--- src/rtl/uart_tx_queue.sv ---
// uart_tx_queue: byte FIFO feeding a UART transmitter through a
// request/busy handshake (S_IDLE -> S_REQ -> S_WAIT).
// Optional: define UART_TXQ_DROP_COUNT_EN to add the drop_count output, a
// saturating count of writes discarded because the queue was full.
module uart_tx_queue #(
   parameter int DEPTH = 16
) (
   input  logic                      clk,
   input  logic                      rst_n,
   input  logic [7:0]                wr_data,
   input  logic                      wr_en,
   output logic                      full,
   output logic                      empty,
   output logic [$clog2(DEPTH):0]    level,
   output logic [7:0]                tx_byte,
   output logic                      send_request,
   input  logic                      busy
`ifdef UART_TXQ_DROP_COUNT_EN
   ,
   output logic [7:0]                drop_count
`endif
);

   localparam int AW = $clog2(DEPTH);
   localparam int LW = AW + 1;

   if (DEPTH < 2 || DEPTH > 256 || (DEPTH & (DEPTH - 1)) != 0) begin : g_bad_depth
      $error("uart_tx_queue: DEPTH must be a power of two in 2..256");
   end

   typedef enum logic [1:0] {
      S_IDLE = 2'd0,
      S_REQ  = 2'd1,
      S_WAIT = 2'd2
   } state_t;

   state_t        state, state_next;
   logic [7:0]    mem [DEPTH];
   logic [AW-1:0] wr_ptr, rd_ptr;
   logic [LW-1:0] level_next;
   logic          push, pop, load;

   // full is the registered flag, so a pop on the same edge cannot make room
   assign push = wr_en && !full;

   // Storage: no reset, only written entries are ever read
   always_ff @(posedge clk) begin
      if (push) mem[wr_ptr] <= wr_data;
   end

   // Level bookkeeping; simultaneous push and pop cancel out
   always_comb begin
      level_next = level;
      case ({push, pop})
         2'b10:   level_next = level + LW'(1);
         2'b01:   level_next = level - LW'(1);
         default: level_next = level;
      endcase
   end

   // Pointers and registered level/flags, all derived from level_next
   always_ff @(posedge clk or negedge rst_n) begin
      if (!rst_n) begin
         wr_ptr <= '0;
         rd_ptr <= '0;
         level  <= '0;
         full   <= 1'b0;
         empty  <= 1'b1;
      end else begin
         if (push) wr_ptr <= wr_ptr + AW'(1);
         if (pop)  rd_ptr <= rd_ptr + AW'(1);
         level <= level_next;
         full  <= (level_next == LW'(DEPTH));
         empty <= (level_next == '0);
      end
   end

   // Handshake next-state: the head entry stays queued until the UART
   // has taken it (busy seen) and finished (busy dropped)
   always_comb begin
      state_next = state;
      load       = 1'b0;
      pop        = 1'b0;
      unique case (state)
         S_IDLE: begin
            if (!empty) begin
               load       = 1'b1;
               state_next = S_REQ;
            end
         end
         S_REQ: begin
            if (busy) state_next = S_WAIT;
         end
         S_WAIT: begin
            if (!busy) begin
               pop        = 1'b1;
               state_next = S_IDLE;
            end
         end
         default: state_next = S_IDLE;
      endcase
   end

   // State register plus registered request and byte outputs
   always_ff @(posedge clk or negedge rst_n) begin
      if (!rst_n) begin
         state        <= S_IDLE;
         send_request <= 1'b0;
         tx_byte      <= 8'h00;
      end else begin
         state        <= state_next;
         send_request <= (state_next == S_REQ);
         if (load) tx_byte <= mem[rd_ptr];
      end
   end

`ifdef UART_TXQ_DROP_COUNT_EN
   // Saturating count of writes refused because the queue was full
   always_ff @(posedge clk or negedge rst_n) begin
      if (!rst_n)
         drop_count <= 8'h00;
      else if (wr_en && full && drop_count != 8'hFF)
         drop_count <= drop_count + 8'h01;
   end
`endif

endmodule
--- config.mk ---
export PLATFORM = sky130hd
export DESIGN_NAME = uart_tx_queue
export DESIGN_NICKNAME = d
export VERILOG_FILES = /design/src/rtl/uart_tx_queue.sv
export SDC_FILE = /design/constraint.sdc
export NUM_CORES = 1
export LEC_CHECK = 0
export BUFFER_PORTS_ARGS = -buffer_cell sky130_fd_sc_hd__buf_2
export CAP_MARGIN = 40
export CORE_MARGIN = 1.5
export CORE_UTILIZATION = 57
export CTS_BUF_LIST = sky130_fd_sc_hd__clkbuf_8
export DETAILED_ROUTE_END_ITERATION = 7
export PLACE_DENSITY_LB_ADDON = 0.08
export SLEW_MARGIN = 20
export SYNTH_ARGS = -nofsm -noshare
export SYNTH_HDL_FRONTEND = slang
export SYNTH_SLANG_ARGS = --single-unit
--- constraint.sdc ---
create_clock -name clk -period 2.3 [get_ports clk]
set_input_delay 0.23 -clock clk [delete_from_list [all_inputs] [get_ports clk]]
set_output_delay 0.23 -clock clk [all_outputs]
set_load 0.01 [all_outputs]
==> key figures <==
Drt
  • Vias per Instance: 5.83
  • Initial DRC count: 151
  • Final wirelength: 11,800 um
  • # DRC: 0
  • First-pass detailed-route iteration total: 4
  • WL per Instance: 21.6 um
  • Detailed-route via count: 3,176
  • Antenna viol nets, final: 0

Global routing
  • Initial antenna violation count: 0
  • Global-route wire length before repair: 18,200 um
  • M2 GR Usage: 36.9%
  • GRT Overall Usage: 22.3%
  • GRT met3 Usage: 4.60%
  • Grt peak-use layer: met2
  • GR Overflow Total: 0
  • M1 GR Usage: 29.5%
  • Vias in the first global route: 3,339
  • Pin count of the biggest net entering global routing: 27

Worst setup path
  • Slowest CP cell: or4b_4
  • CP cell instances: or3b_4 -> clkinv_4 -> nand2_4 -> xnor2_1 -> ha_2 -> o211ai_1 -> a21oi_1 -> or4b_4 -> and4bb_1
  • WS Path Type: reg -> reg
  • WP data arrival: 2.72 ns
  • CP max stage delay: 0.51 ns
  • Worst setup EP type: register
  • R2r setup slk: -0.06 ns
  • Reg2Reg Depth: 9
  • WP data required: 2.67 ns
  • Worst flop-to-flop path endpoint: empty
  • Max FO, Critical Path: 4
  • RR Startpoint: state[0]
  • Crit start category: register

Synthesis
  • Post-synth ARST share: 16.9%
  • Area leader, netlist: edfxtp_1
  • Post-synth EDFFs: 128
  • Post-synthesis mux area share: 16.1%
  • Synth Flop Type: edfxtp_1
  • Syn nets: 338
  • Sequential-to-total area share from yosys stat: 72.4%
  • Syn Inst Count: 318
  • Synth Area in Simple Gates: 4.31%
  • Synth unique cells: 39
  • Post-Synth Adder-Cell Area: 1.61%
  • Yosys warns: 0
  • Largest family of logic cells by synthesized area: multiplexers
  • Synthesized flop and latch total: 154
  • XOR/XNOR Fraction of Synth Area: 1.41%
  • Synth Area in Compound Gates: 2.54%
  • Mean Syn Cell Area: 19.5 um^2
  • Top post-synthesis cells by area: edfxtp_1, mux4_2, dfrtp_1, mux2_2, ha_1
  • Synth top area share: 61.9%
  • Cell Area, Synth: 6210 um^2

Die
  • Die Ht: 107 um
  • Die Area: 11,500 um^2
  • Core ar.: 10,500 um^2
  • Die Width: 107 um
  • Std cell rows: 37
  • I/O pins: 28
  • Initial Util: 59.3%

Worst hold path
  • Hold crit path type: in -> reg
  • Hold Crit Start: busy
  • Worst Hold Depth: 2
  • Hold path endpoint: state[1]

Clock tree
  • Root buf cell: clkbuf_8
  • CTS tree: done
  • Clk slew on worst S/H paths: 0.08 ns
  • H-tree depth: 4
  • Clk buf depth: 2
  • CTS buffer count: 17
  • Clk_lat worst skew: 0.43 ns
  • CTS Sinks: 154

Power and ir drop
  • Switching Fraction: 31.2%
  • Comb pwr share: 33.4%
  • Clock power frac: 22.6%
  • Seq pwr share: 43.9%
  • Static Leakage: 0.00257 uW
  • Pint: 5900 uW
  • Worst VDD drop: 0.000678 V
  • Pwr Density: 1180 nW/um^2
  • Switch Pwr: 2670 uW

Timing
  • Tmin final: 2.36 ns
  • Fin Hold WS: 0.0399 ns
  • Final setup viols: 2
  • RSZ-0062 raised after global routing: true
  • Worst Max-Slew Pin Slew: 0.622 ns
  • Final Max Slew Viols: 0
  • Fin Clk Skew: 0.0142 ns
  • Setup slack after layout: -0.0595 ns
  • Hold Vio Cnt, Final: 0
  • Crit share post-route: 103%
  • Slew HR: 58.6%
  • Fmax: 0.424 GHz

Layout
  • Area grow syn2layout: 17.3%
  • Diode count: 0
  • FILL cells: 680
  • # nets final: 416
  • Fin area: 7280 um^2
  • Post-layout util: 69.6%
  • Proportion of layout cells with a drive suffix above 1: 41.6%

Place
  • Worst slack, placed: -0.0683 ns
  • # port buffers: 27
  • Total placed instance area: 6820 um^2
  • DP Wirelength: 7920 um
  • Gp weighted congestion: 0.838

Flow run
  • Max-Cap Viols: 0

Run status
  • Failing checks: setup timing
  • Status: finished, violations left
power groups by stage:
stage | Clock, uW | Combinational [uW] | Sequential, uW
finish | 1940 | 2860 | 3760
global placement | 0 | 2790 | 3800
detailed placement | 0 | 2830 | 3820
CTS | 1990 | 2850 | 3760
global route | 2090 | 3100 | 3820
floorplan | 0 | 1870 | 3770
flip-flops by register name (all words and copies together), names as in the netlist:
signal and flops:
empty 1, full 1, level 5, mem 128
rd_ptr 4, send_request 1, state 2, tx_byte 8
wr_ptr 4
routing by layer:
layer	share of wire, %	vias up
met3	4.8	20
met1	41	1632
met4	1.9	0
li1	-	1435
met5	0	-
met2	53	89
cell families (layout without fill, tap and decap cells):
group | Yosys count | after routing
XOR/XNOR | 10 | 10
AO/OA/AOI/OAI | 21 | 21
adder cells (fa/ha/maj) | 8 | 8
AND/OR/NAND/NOR | 52 | 52
buffers and inverters | 24 | 115
multiplexers | 49 | 49
flip-flops | 154 | 154
how the worst max path moves through the flow:
stage               startpoint    end  slack, ns
CTS                   state[0]  empty      0.009
global route          state[0]  empty      -0.15
global placement          busy   full     0.0004
detailed placement        busy  empty      -0.07
finish                state[0]  empty      -0.06
floorplan             state[0]   full      -0.08
cells in the final DEF (no fill, tap or decap), drive strengths merged, types with 9 or more instances in the layout:
cell type | synthesis | final
buf | 8 | 74
clkbuf | 9 | 18
dfrtp | 25 | 25
edfxtp | 128 | 128
inv | 6 | 14
mux2 | 9 | 9
mux4 | 40 | 40
nand2 | 14 | 14
nor2 | 14 | 14
xnor2 | 9 | 9
Yosys cell counts (2+ instances only):
library cell,instances
a211oi_1,3
a21oi_1,5
a311oi_1,2
buf_1,3
buf_2,5
clkbuf_1,9
dfrtp_1,25
edfxtp_1,128
ha_1,8
inv_1,6
mux2_2,9
mux4_2,40
nand2_1,14
nand2b_1,2
nand4_1,3
nor2_1,14
nor2b_1,2
nor3_1,8
nor3b_1,2
o211ai_1,2
or3b_1,2
xnor2_1,9
area by class of cell:
type,count,area [um^2],share of cell area [%]
flip-flops and latches,154,4500,61.8
multi-input cells,140,1670,22.9
repair buffers,76,533,7.32
clock buffers,18,248,3.40
well taps,136,170,2.34
clock inverters,14,134,1.84
inverters,7,31.3,0.430
metrics by stage:
stage,std cells,power [uW],TNS (ns)
3_3_place_gp,509,6590,0
2_1_floorplan,318,5640,-0.149
4_1_cts,543,8600,0
6_report,545,8570,-0.109
3_5_place_dp,509,6650,-0.119
5_1_grt,545,9000,-0.298
worst max-delay path, delay by kind of cell, from the launching register on:
| family | cells | cell delay, ns |
|---|---|---|
| simple gates | 4 | 1.17 |
| xor+xnor | 1 | 0.13 |
| fa+ha+maj | 1 | 0.22 |
| flops | 1 | 0.38 |
| compound gates | 2 | 0.32 |
| buf+inv | 1 | 0.07 |
timing repair:
| action | CTS | global route |
|---|---|---|
| hold buffers | 2 | 0 |
| setup endpoints to repair | 2 | 4 |
| buffers inserted | 0 | 2 |
| pin swaps | 2 | 0 |
| gates resized for setup | 3 | 7 |
| hold endpoints to repair | 27 | 0 |
(Power assumes the default switching activity.)
